[config.mk]
export PLATFORM = sky130hd
export DESIGN_NAME = data_pad_feeder
export DESIGN_NICKNAME = d
export VERILOG_FILES = /design/src/rtl/data_pad_feeder_pkg.sv /design/src/rtl/data_pad_feeder_pad_scan_counter.sv /design/src/rtl/data_pad_feeder.sv
export SDC_FILE = /design/constraint.sdc
export NUM_CORES = 1
export LEC_CHECK = 0
export ABC_CLOCK_PERIOD_IN_PS = 3500
export BUFFER_PORTS_ARGS = -buffer_cell sky130_fd_sc_hd__buf_4
export CORE_MARGIN = 2
export CORE_UTILIZATION = 46
export DETAILED_ROUTE_END_ITERATION = 8
export PLACE_DENSITY = 0.82
export SETUP_SLACK_MARGIN = 0.02
export SKIP_CTS_REPAIR_TIMING = 1
export SLEW_MARGIN = 25
export SYNTH_ARGS = -nofsm -noshare
export SYNTH_HDL_FRONTEND = slang
export SYNTH_SLANG_ARGS = --single-unit
[constraint.sdc]
create_clock -name clk -period 3.5 [get_ports clk]
set_clock_uncertainty 0.15 [all_clocks]
set_input_delay 0.7 -clock clk [delete_from_list [all_inputs] [get_ports clk]]
set_output_delay 0.7 -clock clk [all_outputs]
set_load 0.01 [all_outputs]
[src/rtl/data_pad_feeder_pkg.sv]
// Shared definitions for the PE-side feeder blocks: default widths,
// controller state encoding and the padded-size helper.
package data_pad_feeder_pkg;

   localparam int dwidth_def = 16;
   localparam int awidth_def = 10;

   // Row/column positions and frame sizes fit in 5 bits (M <= 31).
   localparam int pos_w = 5;
   typedef logic [pos_w-1:0] pos_t;

   // Largest padded frame edge the scan counters can represent.
   localparam int max_padded = 31;

   typedef enum logic [1:0] {
      IDLE  = 2'd0,
      RUN   = 2'd1,
      FLUSH = 2'd2
   } state_t;

   // Padded edge M = N + 2*pad, one bit wider so oversize requests are visible.
   function automatic logic [pos_w:0] padded_size(input pos_t n, input int unsigned p);
      return {1'b0, n} + (pos_w+1)'(2 * p);
   endfunction

endpackage

[src/rtl/data_pad_feeder_pad_scan_counter.sv]
// Raster scan over the padded frame: row/column counters, interior
// detection and the buffer address counter (one increment per interior
// position, so interior addresses come out in raster order without a multiply).
module pad_scan_counter
   import data_pad_feeder_pkg::*;
#(
   parameter int          awidth = awidth_def,
   parameter int unsigned pad    = 1
) (
   input  logic              clk,
   input  logic              rst,
   input  logic              clear,
   input  logic              step,
   input  pos_t              size_n,
   input  pos_t              size_m,
   output logic              interior,
   output logic              last,
   output logic [awidth-1:0] addr
);

   pos_t       row;
   pos_t       col;
   logic [5:0] row_x;
   logic [5:0] col_x;
   logic [5:0] lo;
   logic [5:0] hi;
   logic       col_wrap;

   // Classify the current position and detect the end of a row and of the frame.
   always_comb begin
      row_x    = {1'b0, row};
      col_x    = {1'b0, col};
      lo       = 6'(pad);
      hi       = {1'b0, size_n} + 6'(pad);
      interior = (row_x >= lo) && (row_x < hi) && (col_x >= lo) && (col_x < hi);
      col_wrap = (col == size_m - 5'd1);
      last     = col_wrap && (row == size_m - 5'd1);
   end

   // Advance one position per issued cycle; the address only moves on interior positions.
   // NOTE: reset is sampled on the clock edge like any other input, so it sits inside always_ff.
   always_ff @(posedge clk) begin
      if (!rst || clear) begin
         row  <= '0;
         col  <= '0;
         addr <= '0;
      end else if (step) begin
         if (col_wrap) begin
            col <= '0;
            row <= row + 5'd1;
         end else begin
            col <= col + 5'd1;
         end
         if (interior) begin
            addr <= addr + 1'b1;
         end
      end
   end

endmodule

[src/rtl/data_pad_feeder.sv]
// Streams a zero-padded feature map to a PE: reads the unpadded map from
// a buffer in raster order and inserts a pad-wide zero border around it.
module data_pad_feeder
   import data_pad_feeder_pkg::*;
#(
   parameter int          dwidth = dwidth_def,
   parameter int          awidth = awidth_def,
   parameter int unsigned pad    = 1
) (
   input  logic                     clk,
   input  logic                     rst,
   input  logic                     start,
   input  logic [4:0]               featmap_size,
   output logic                     mem_rd_en,
   output logic [awidth-1:0]        mem_addr,
   input  logic signed [dwidth-1:0] mem_rd_data,
   output logic signed [dwidth-1:0] dout,
   output logic                     dout_en,
   output logic                     dout_last,
   output logic                     busy,
   output logic                     done
);

   state_t            state;
   logic              flush_cnt;
   pos_t              m_q;
   pos_t              n_q;
   logic              issued_last;
   logic [pos_w:0]    m_req;
   logic              accept;
   logic              issue;
   logic              scan_clear;
   pos_t              n_sel;
   pos_t              m_sel;
   logic              scan_interior;
   logic              scan_last;
   logic [awidth-1:0] scan_addr;

   // Issue-stage tags travelling alongside the buffer read.
   logic              vld0;
   logic              last0;
   logic              vld1;
   logic              int1;
   logic              last1;

   // Start acceptance and scan control; the first position is issued on the accepting edge.
   always_comb begin
      m_req      = padded_size(featmap_size, pad);
      // An empty padded frame has nothing to emit, so it is not started.
      accept     = (state == IDLE) && start && (m_req <= (pos_w+1)'(max_padded)) && (m_req != '0);
      issue      = accept || ((state == RUN) && !issued_last);
      scan_clear = (state != RUN) && !accept;
      n_sel      = (state == IDLE) ? featmap_size : n_q;
      m_sel      = (state == IDLE) ? m_req[pos_w-1:0] : m_q;
   end

   pad_scan_counter #(
      .awidth (awidth),
      .pad    (pad)
   ) u_scan (
      .clk      (clk),
      .rst      (rst),
      .clear    (scan_clear),
      .step     (issue),
      .size_n   (n_sel),
      .size_m   (m_sel),
      .interior (scan_interior),
      .last     (scan_last),
      .addr     (scan_addr)
   );

   // Frame controller with registered read strobe, address, busy and done.
   // NOTE: state is assigned with <= so every register samples pre-edge values.
   always_ff @(posedge clk) begin
      if (!rst) begin
         state       <= IDLE;
         flush_cnt   <= 1'b0;
         m_q         <= '0;
         n_q         <= '0;
         issued_last <= 1'b0;
         vld0        <= 1'b0;
         last0       <= 1'b0;
         mem_rd_en   <= 1'b0;
         mem_addr    <= '0;
         busy        <= 1'b0;
         done        <= 1'b0;
      end else begin
         done <= 1'b0;
         case (state)
            IDLE: begin
               if (accept) begin
                  state <= RUN;
                  busy  <= 1'b1;
                  n_q   <= featmap_size;
                  m_q   <= m_req[pos_w-1:0];
               end
            end
            RUN: begin
               if (issued_last) begin
                  state     <= FLUSH;
                  flush_cnt <= 1'b0;
               end
            end
            FLUSH: begin
               // Two cycles let the last read drain through the output pipeline.
               if (flush_cnt) begin
                  state <= IDLE;
                  busy  <= 1'b0;
                  done  <= 1'b1;
               end else begin
                  flush_cnt <= 1'b1;
               end
            end
            default: state <= IDLE;
         endcase

         vld0 <= issue;
         if (issue) begin
            mem_rd_en   <= scan_interior;
            last0       <= scan_last;
            issued_last <= scan_last;
            // Border positions leave the address where it was.
            if (scan_interior) begin
               mem_addr <= scan_addr;
            end
         end else begin
            mem_rd_en <= 1'b0;
            last0     <= 1'b0;
         end
      end
   end

   // Output pipeline: align tags with read data, substitute zeros on the border.
   always_ff @(posedge clk) begin
      if (!rst) begin
         vld1      <= 1'b0;
         int1      <= 1'b0;
         last1     <= 1'b0;
         dout_en   <= 1'b0;
         dout_last <= 1'b0;
         dout      <= '0;
      end else begin
         vld1      <= vld0;
         int1      <= mem_rd_en;
         last1     <= last0;
         dout_en   <= vld1;
         dout_last <= last1;
         dout      <= int1 ? mem_rd_data : '0;
      end
   end

endmodule

==> results of run 1 <==
==> cell usage in the layout, fill, tap and decap left out, types with 3 or more instances in the layout <==
cell	n
a21oi_1	20
mux2i_1	15
xnor2_1	12
or2_2	4
nor2_1	32
nand3_1	19
inv_2	3
inv_1	6
clkbuf_8	9
xor2_1	11
nand4_1	7
o21ai_1	9
o211ai_1	3
o21ai_0	11
mux2i_2	3
nor3_1	10
nor4_1	3
and3_1	17
ha_1	10
buf_4	84
or3_1	9
dfxtp_1	67
nand2_1	25
and2_1	7
==> metrics by stage <==
stage               cell area, sq um  TNS [ns]  power, mW  cells  hold WS (ns)
floorplan                       3410   -0.0387       1.04    372         0.262
global placement                4000    -0.173       1.12    529         0.263
detailed placement              4000    -0.477       1.13    529         0.270
CTS                             4190         0       1.76    545         0.289
global route                    4250   -0.0649       1.84    548         0.297
finish                          4250         0       1.76    548         0.288
==> cell type report <==
| class | count | area [sq um] | share of cell area, % |
|---|---|---|---|
| multi-input cells | 270 | 1880 | 44.3 |
| flip-flops and latches | 69 | 1390 | 32.6 |
| repair buffers | 84 | 631 | 14.8 |
| clock buffers | 10 | 128 | 3.00 |
| well taps | 99 | 124 | 2.91 |
| clock inverters | 6 | 63.8 | 1.50 |
| inverters | 10 | 37.5 | 0.882 |
==> layer usage <==
metal	track usage (%)	vias to the layer above	routed length (um)
met5	0	-	0
met4	7.46	0	147
met3	4.99	17	517
met2	31.5	91	3570
met1	24.0	1382	3330
li1	-	1454	-
==> power groups by stage <==
stage / Sequential, mW / Clock (mW) / Combinational [mW]
2_1_floorplan: 0.832 / 0 / 0.210
3_3_place_gp: 0.837 / 0 / 0.283
3_5_place_dp: 0.838 / 0 / 0.293
4_1_cts: 0.820 / 0.640 / 0.296
5_1_grt: 0.822 / 0.681 / 0.335
6_report: 0.820 / 0.628 / 0.309
==> logic make-up (layout without fill, tap and decap cells) <==
| family | Yosys count | count (layout) | share of synthesized area [%] |
|---|---|---|---|
| mux | 19 | 19 | 6.30 |
| flops | 69 | 69 | 41.4 |
| buf+inv | 33 | 110 | 4.65 |
| simple gates | 150 | 150 | 23.6 |
| fa+ha+maj | 14 | 14 | 5.22 |
| compound gates | 62 | 62 | 12.0 |
| xor+xnor | 25 | 25 | 6.79 |
==> sequential cells by signal (all words and copies together), names as in the netlist, 2 cells and up <==
| register | flops |
|---|---|
| dout | 16 |
| m_q | 5 |
| mem_addr | 10 |
| n_q | 4 |
| state | 2 |
| u_scan.addr | 10 |
| u_scan.col | 5 |
| u_scan.row | 5 |
==> synthesized netlist by cell type, types with 2 or more instances <==
master / count / area share (%)
nor2_1: 32 / 3.6
o21ai_0: 14 / 2.1
and3_1: 17 / 3.2
o21ai_1: 8 / 1.2
nand2_1: 26 / 2.9
mux2i_2: 2 / 0.83
nand2b_1: 2 / 0.38
xor2_1: 12 / 3.2
nand3_1: 19 / 2.9
nor2_2: 2 / 0.38
buf_6: 2 / 0.68
inv_1: 8 / 0.90
or2_2: 4 / 0.75
nor3_1: 10 / 1.5
a211oi_1: 2 / 0.45
clkbuf_1: 11 / 1.2
a21oi_1: 21 / 3.2
ha_1: 13 / 4.9
a2bb2oi_1: 2 / 0.53
buf_4: 2 / 0.45
buf_2: 7 / 1.1
and2_1: 7 / 1.3
nand4_1: 7 / 1.3
mux2i_1: 16 / 4.8
dfxtp_1: 69 / 41
o32ai_1: 2 / 0.53
xnor2_1: 12 / 3.2
or4_1: 2 / 0.45
nor4_1: 3 / 0.56
o211ai_1: 3 / 0.68
or3_1: 11 / 2.1
==> critical path, cell delays in order (launching register included) <==
cell	delay, ns
dfxtp_4	0.36
nor2_4	0.18
mux2i_4	0.27
inv_2	0.06
ha_4	0.16
xor2_2	0.17
ha_2	0.20
or3_1	0.30
o21ai_1	0.08
a21oi_1	0.05
maj3_2	0.33
a311oi_4	0.26
buf_4	0.19
nand4_4	0.09
or3_4	0.39
a21oi_2	0.12
==> worst max-delay path by stage <==
stage / start / to / slack, ns
floorplan: featmap_size[0] / u_scan.addr[6] / -0.04
global placement: featmap_size[0] / u_scan.addr[3] / -0.07
detailed placement: featmap_size[0] / u_scan.addr[3] / -0.1
CTS: state[0] / u_scan.addr[5] / 0.07
global route: state[1] / u_scan.addr[6] / -0.04
finish: state[1] / u_scan.addr[6] / 0.09
==> impl_metrics.env, run 1 <==
export IMPL_yosys_warnings=0
export IMPL_cts_buffer_depth=2
export IMPL_fmax_mhz=293
export IMPL_ys_seq_area_share_pct=41.4
export IMPL_powerDensity_nw_per_um2=413
export IMPL_syn_avg_cell_area_sq_um=8.96
export IMPL_num_vias=2944
export IMPL_cts_sinks=69
export IMPL_yosysUniqueCellTypes=55
export IMPL_final_util_pct=59.6
export IMPL_die_area_sq_um=7950
export IMPL_synth_nets=409
export IMPL_worstSetupStartpointType="flip-flop"
export IMPL_grt_pass1_vias=2639
export IMPL_n_fill_cell=616
export IMPL_dr_first_iter_drc_count=131
export IMPL_insertion_delay_ns=0.35
export IMPL_numCtsBuffers=9
export IMPL_worst_slack_ns=0.0860
export IMPL_fin_nets=481
export IMPL_end_kind="flip-flop"
export IMPL_die_h_um=89.1
export IMPL_period_minus_slack_ns=3.41
export IMPL_initial_core_util_pct=46.7
export IMPL_area_growth_pct=27.6
export IMPL_ir_drop_uv=222
export IMPL_cap_violations=0
export IMPL_wl_per_cell_um=13.8
export IMPL_p_comb_share_pct=17.6
export IMPL_hold_viol_final=0
export IMPL_cellLeakagePower_nw=1.76
export IMPL_h_tree_depth=3
export IMPL_dr_pass1_iters=4
export IMPL_gp_congestion=0.869
export IMPL_pwr_share_clk_pct=35.7
export IMPL_hpwl_mm=5.53
export IMPL_critPathKind="flip-flop to flip-flop"
export IMPL_rsz0062_at_grt="yes"
export IMPL_period_share_pct=97.5
export IMPL_grt_ovfl_total=0
export IMPL_hold_path_class="flip-flop to flip-flop"
export IMPL_power_switching_uw=483
export IMPL_ioPinCount=55
export IMPL_portBuffers=54
export IMPL_dp_slack_ns=-0.0982
export IMPL_r2r_end="u_scan.addr[6]"
export IMPL_n_antenna_cell=0
export IMPL_grt_start_max_net_pins=26
export IMPL_vias_per_cell=5.37
export IMPL_core_region_area_sq_um=7140
export IMPL_cts_root_buf="clkbuf_8"
export IMPL_p_int_mw=1.27
export IMPL_synth_async_reset_ratio_pct=0
export IMPL_wl_mm=7.56
export IMPL_dieWidth_um=89.1
export IMPL_cp_data_arrival_time_ns=3.55
export IMPL_path_max_fanout=3
export IMPL_clk_pin_slew_ns=0.07
export IMPL_antenna_found_initial=0
export IMPL_slew_limit_headroom_pct=72.2
export IMPL_syn_area_sq_um=3330
export IMPL_r2r_cells=15
export IMPL_seqPwrFrac_pct=46.7
export IMPL_r2r_slack_ns=0.09
export IMPL_syn_inst=372
export IMPL_status="completed"
export IMPL_detail_route_antenna_nets=0
export IMPL_grt_pass1_wl_mm=12.0
export IMPL_rr_startpoint="state[1]"
export IMPL_synth_seq_cells=69
export IMPL_grt_usage_pct=19.2
export IMPL_cts_tree="built"
export IMPL_drv_slew=0
export IMPL_critPathRequiredTime_ns=3.63
export IMPL_min_path_cells=1
export IMPL_synth_edf_count=0
export IMPL_rows=31
export IMPL_drc_errors=0
export IMPL_min_to="dout_en"
export IMPL_synth_main_ff_cell="dfxtp_1"
export IMPL_tightestPinTransition_ns=0.415
export IMPL_min_delay_start="vld1"
export IMPL_setup_violations=0
export IMPL_drive_above_1_share_pct=30.3
export IMPL_p_sw_share_pct=27.5
(Power assumes the default switching activity.)
==> inputs of run 2 (changes only) <==
ABC_AREA = 0   (was not set)
CORE_MARGIN = not set   (was 2)
GPL_TIMING_DRIVEN = 0   (was not set)
==> impl_metrics.env, run 2 (synthesis results as in run 1) <==
export IMPL_portBuffers=52
export IMPL_drc_errors=0
export IMPL_critical_path_startpoint="state[1]"
export IMPL_num_vias=3039
export IMPL_power_switching_uw=510
export IMPL_grt_start_max_net_pins=14
export IMPL_dieWidth_um=87.1
export IMPL_tightestPinTransition_ns=0.660
export IMPL_path_max_fanout=7
export IMPL_end_kind="flip-flop"
export IMPL_hold_viol_final=0
export IMPL_critPathRequiredTime_ns=3.58
export IMPL_insertion_delay_ns=0.36
export IMPL_cap_violations=0
export IMPL_crit_slowest_cell="a311oi_4"
export IMPL_p_sw_share_pct=28.1
export IMPL_placed_cells=520
export IMPL_rows=30
export IMPL_dp_slack_ns=-0.391
export IMPL_hpwl_mm=5.23
export IMPL_cts_sinks=69
export IMPL_failed_checks="setup timing"
export IMPL_hold_path_class="flip-flop to flip-flop"
export IMPL_slowest_delay_ns=0.36
export IMPL_die_area_sq_um=7590
export IMPL_status="finished, violations left"
export IMPL_dr_pass1_iters=5
export IMPL_wl_per_cell_um=14.3
export IMPL_critPathKind="flip-flop to flip-flop"
export IMPL_power_total_mw=1.81
export IMPL_worstSetupStartpointType="flip-flop"
export IMPL_fmax_mhz=267
export IMPL_cellLeakagePower_nw=1.84
export IMPL_cts_buffer_depth=2
export IMPL_drv_slew=0
export IMPL_period_minus_slack_ns=3.75
export IMPL_seqPwrFrac_pct=45.1
export IMPL_final_common_cell="buf_4"
export IMPL_largest_register="dout"
export IMPL_path_cells="buf_6 -> or2_1 -> buf_6 -> buf_8 -> nand2_4 -> o21ai_2 -> ha_4 -> xor2_4 -> ha_4 -> or3_1 -> o21ai_2 -> a21oi_2 -> maj3_2 -> a311oi_4 -> nand2_2 -> buf_2 -> o31ai_1 -> a21oi_1"
export IMPL_reg_top3="dout (16), mem_addr (10), u_scan.addr (10)"
export IMPL_grt_pass1_wl_mm=12.0
export IMPL_setup_violations=21
export IMPL_h_tree_depth=3
export IMPL_worst_slack_ns=-0.249
export IMPL_core_region_area_sq_um=6910
export IMPL_r2r_end="u_scan.addr[5]"
export IMPL_powerDensity_nw_per_um2=409
export IMPL_vias_per_cell=5.42
export IMPL_cp_data_arrival_time_ns=3.83
export IMPL_wl_mm=8.05
export IMPL_ir_drop_uv=210
export IMPL_antenna_found_initial=0
export IMPL_min_delay_start="vld1"
export IMPL_cts_root_buf="clkbuf_8"
export IMPL_ioPinCount=55
export IMPL_area_growth_pct=32.9
export IMPL_largest_reg_flops=16
export IMPL_grt_usage_pct=20.1
export IMPL_dr_first_iter_drc_count=162
export IMPL_drive_above_1_share_pct=31.0
export IMPL_r2r_slack_ns=-0.25
export IMPL_min_to="dout_en"
export IMPL_rr_startpoint="state[1]"
export IMPL_rsz0062_at_grt="yes"
export IMPL_final_cell_mix="73 x buf_4, 68 x dfxtp_1, 32 x nor2_1, 20 x nand2_1, 19 x nand3_1"
export IMPL_r2r_cells=18
export IMPL_slew_limit_headroom_pct=56.0
export IMPL_die_h_um=87.1
export IMPL_gp_congestion=0.890
export IMPL_pwr_share_clk_pct=37.0
export IMPL_initial_core_util_pct=48.3
export IMPL_instances_no_fill=561
export IMPL_grt_ovfl_total=0
export IMPL_min_path_cells=1
export IMPL_hold_ws_ns=0.279
export IMPL_detail_route_antenna_nets=0
export IMPL_critical_path_buf_inv_count=4
export IMPL_fin_nets=497
export IMPL_grt_pass1_vias=2718
export IMPL_period_share_pct=107
export IMPL_crit_cells=18
export IMPL_numCtsBuffers=9
export IMPL_p_comb_share_pct=17.9
export IMPL_n_antenna_cell=0
export IMPL_p_int_mw=1.30
export IMPL_critical_path_top_delay_family="compound AO/OA/AOI/OAI gates"
export IMPL_cts_tree="built"
export IMPL_clk_pin_slew_ns=0.08
[run 2: worst max-delay path by stage]
stage                           to  slack, ns
detailed placement  u_scan.addr[6]      -0.39
CTS                 u_scan.addr[6]      -0.36
global placement    u_scan.addr[6]      -0.36
finish              u_scan.addr[5]      -0.25
global route        u_scan.addr[5]      -0.40
floorplan           u_scan.addr[6]      -0.04
[run 2: layer usage]
layer / share of wire [%] / GRT usage (%)
met1: 42 / 23.6
met2: 49 / 35.0
met3: 7.3 / 3.79
met4: 2.4 / 10.6
met5: 0 / 0
[run 2: metrics by stage]
step / area (sq um) / setup TNS, ns / util, %
floorplan: 3410 / -0.0387 / -
finish: 4430 / -3.14 / 64.2
CTS: 4130 / -4.27 / 59.7
global route: 4430 / -5.69 / 64.2
global placement: 3920 / -4.61 / 56.7
detailed placement: 3920 / -4.82 / 56.7
[run 2: layout make-up]
class / count / area, sq um
fillers: 545 / 2470
multi-input cells: 270 / 1920
flip-flops and latches: 69 / 1380
repair buffers: 77 / 601
plain buffers: 23 / 165
clock buffers: 10 / 138
well taps: 96 / 120
clock inverters: 6 / 71.3
inverters: 10 / 37.5
[run 2: power groups by stage]
stage | sequential [mW] | clock (mW) | combinational, mW
2_1_floorplan | 0.832 | 0 | 0.210
3_3_place_gp | 0.835 | 0 | 0.271
3_5_place_dp | 0.835 | 0 | 0.278
4_1_cts | 0.817 | 0.682 | 0.280
5_1_grt | 0.821 | 0.711 | 0.353
6_report | 0.819 | 0.671 | 0.324
[run 2: worst reg2reg max path, cell delays in order (launching register included)]
cell      delay [ns]
dfxtp_2         0.33
buf_6           0.12
or2_1           0.23
buf_6           0.13
buf_8           0.13
nand2_4         0.06
o21ai_2         0.06
ha_4            0.18
xor2_4          0.19
ha_4            0.18
or3_1           0.35
o21ai_2         0.08
a21oi_2         0.05
maj3_2          0.32
a311oi_4        0.36
nand2_2         0.14
buf_2           0.18
o31ai_1         0.27
a21oi_1         0.10
==> inputs of run 3 (changes only) <==
--- a/config.mk
+++ b/config.mk
@@ -7,10 +7,10 @@
 export LEC_CHECK = 0
 export ABC_AREA = 0
-export ABC_CLOCK_PERIOD_IN_PS = 3500
+export ABC_CLOCK_PERIOD_IN_PS = 4650
 export BUFFER_PORTS_ARGS = -buffer_cell sky130_fd_sc_hd__buf_4
 export CORE_UTILIZATION = 46
 export DETAILED_ROUTE_END_ITERATION = 8
 export GPL_TIMING_DRIVEN = 0
-export PLACE_DENSITY = 0.82
+export PLACE_DENSITY = 0.79
 export SETUP_SLACK_MARGIN = 0.02
 export SKIP_CTS_REPAIR_TIMING = 1
==> constraint.sdc (replaced) <==
create_clock -name clk -period 4.65 [get_ports clk]
set_clock_uncertainty 0.15 [all_clocks]
set_input_delay 0.465 -clock clk [delete_from_list [all_inputs] [get_ports clk]]
set_output_delay 0.465 -clock clk [all_outputs]
set_load 0.01 [all_outputs]
==> impl_metrics.env, run 3 (synthesis results as in run 1) <==
export IMPL_critPathRequiredTime_ns=4.73
export IMPL_p_comb_share_pct=15.7
export IMPL_dp_slack_ns=0.620
export IMPL_finalSetupTns_ns=0
export IMPL_wl_mm=7.20
export IMPL_numCtsBuffers=9
export IMPL_detail_route_antenna_nets=0
export IMPL_wl_per_cell_um=13.4
export IMPL_final_common_cell="dfxtp_1"
export IMPL_p_int_uw=938
export IMPL_grt_pass1_wl_mm=11.9
export IMPL_area_growth_pct=21.1
export IMPL_cts_buffer_depth=2
export IMPL_r2r_cells=17
export IMPL_p_sw_share_pct=27.3
export IMPL_dr_first_iter_drc_count=182
export IMPL_hpwl_mm=5.37
export IMPL_multi_input_area_sq_um=1800
export IMPL_pwr_share_clk_pct=36.5
export IMPL_largest_register="dout"
export IMPL_min_to="dout[15]"
export IMPL_die_h_um=87.1
export IMPL_min_path_cells=2
export IMPL_critPathKind="flip-flop to flip-flop"
export IMPL_ioPinCount=55
export IMPL_rsz0062_at_grt="no"
export IMPL_h_tree_depth=3
export IMPL_power_total_mw=1.29
export IMPL_antenna_found_initial=0
export IMPL_final_cell_mix="69 x dfxtp_1, 54 x buf_4, 32 x nor2_1, 26 x nand2_1, 21 x a21oi_1"
export IMPL_worstSetupStartpointType="flip-flop"
export IMPL_grt_pass1_vias=2610
export IMPL_grt_start_max_net_pins=13
export IMPL_powerDensity_nw_per_um2=319
export IMPL_instances_no_fill=536
export IMPL_grt_usage_pct=20.1
export IMPL_cts_tree="built"
export IMPL_die_area_sq_um=7590
export IMPL_drive_above_1_share_pct=22.3
export IMPL_fmax_mhz=246
export IMPL_period_minus_slack_ns=4.06
export IMPL_power_switching_uw=351
export IMPL_rr_startpoint="state[0]"
export IMPL_worst_slack_ns=0.586
export IMPL_setup_violations=0
export IMPL_r2r_slack_ns=0.59
export IMPL_grt_ovfl_total=0
export IMPL_end_kind="flip-flop"
export IMPL_cts_root_buf="clkbuf_8"
export IMPL_cellLeakagePower_nw=1.68
export IMPL_regArea_sq_um=1380
export IMPL_largest_reg_flops=16
export IMPL_cap_violations=0
export IMPL_path_max_fanout=10
export IMPL_hold_viol_final=0
export IMPL_clk_pin_slew_ns=0.07
export IMPL_period_share_pct=87.4
export IMPL_reg_top3="dout (16), mem_addr (10), u_scan.addr (10)"
export IMPL_cts_sinks=69
export IMPL_cp_data_arrival_time_ns=4.15
export IMPL_tightestPinTransition_ns=0.649
export IMPL_fin_nets=472
export IMPL_final_util_pct=58.4
export IMPL_portBuffers=52
export IMPL_num_vias=2903
export IMPL_r2r_end="u_scan.addr[3]"
export IMPL_drc_errors=0
export IMPL_rows=30
export IMPL_slew_limit_headroom_pct=56.7
export IMPL_status="completed"
export IMPL_dr_pass1_iters=4
export IMPL_initial_core_util_pct=48.3
export IMPL_core_region_area_sq_um=6910
export IMPL_insertion_delay_ns=0.35
export IMPL_placed_cells=520
export IMPL_hold_path_class="primary input to flip-flop"
export IMPL_dieWidth_um=87.1
export IMPL_min_delay_start="mem_rd_data[15]"
export IMPL_n_antenna_cell=0
export IMPL_ir_drop_uv=132
export IMPL_seqPwrFrac_pct=47.8
export IMPL_n_fill_cell=628
export IMPL_drv_slew=0
export IMPL_vias_per_cell=5.42
export IMPL_gp_congestion=0.855
[run 3: layout make-up]
cell class              count  area share (%)
flip-flops and latches     69            34.2
well taps                  96            2.98
clock buffers              10            3.16
plain buffers              23            2.91
multi-input cells         270            44.5
inverters                  10           0.930
clock inverters             6            1.58
repair buffers             52            9.67
[run 3: power groups by stage]
stage                     combinational [mW]  clock, mW  sequential [mW]
after floorplan                        0.151          0            0.626
after global placement                 0.195          0            0.628
after detailed placement               0.201          0            0.629
after CTS                              0.203      0.482            0.615
after global routing                   0.224      0.504            0.617
final                                  0.202      0.471            0.616
[run 3: per-stage QoR]
| stage | hold slack (ns) | cell area, sq um |
|---|---|---|
| floorplan | 0.262 | 3330 |
| global placement | 0.265 | 3840 |
| detailed placement | 0.272 | 3840 |
| CTS | 0.186 | 4040 |
| global route | 0.205 | 4040 |
| finish | 0.204 | 4040 |
[run 3: worst max path at each step]
stage                     slack, ns              to  cells past startpoint      from
final                          0.59  u_scan.addr[3]                     17  state[0]
after detailed placement       0.62  u_scan.addr[3]                     17  state[0]
after floorplan                1.00  u_scan.addr[6]                     18  state[0]
after global routing           0.34  u_scan.addr[6]                     16  state[0]
after global placement         0.66  u_scan.addr[3]                     17  state[0]
after CTS                      0.59  u_scan.addr[3]                     17  state[0]
[run 3: worst max-delay path: stages, from the launching register on]
cell,delay (ns)
dfxtp_1,0.31
buf_6,0.13
nor2_4,0.27
mux2i_4,0.36
inv_1,0.07
ha_1,0.24
xor2_1,0.20
ha_1,0.23
or3_1,0.35
o21ai_1,0.08
a21oi_1,0.06
maj3_2,0.32
a311oi_2,0.33
nand2_1,0.17
buf_2,0.23
buf_2,0.20
o211ai_1,0.18
nand2_1,0.06
[run 3: per-layer routing]
| layer | vias up | share of wire (%) | GRT usage (%) |
|---|---|---|---|
| li1 | 1441 | - | - |
| met1 | 1354 | 44 | 24.2 |
| met2 | 102 | 47 | 33.2 |
| met3 | 6 | 7.7 | 6.16 |
| met4 | 0 | 1.2 | 8.35 |
| met5 | - | 0 | 0 |
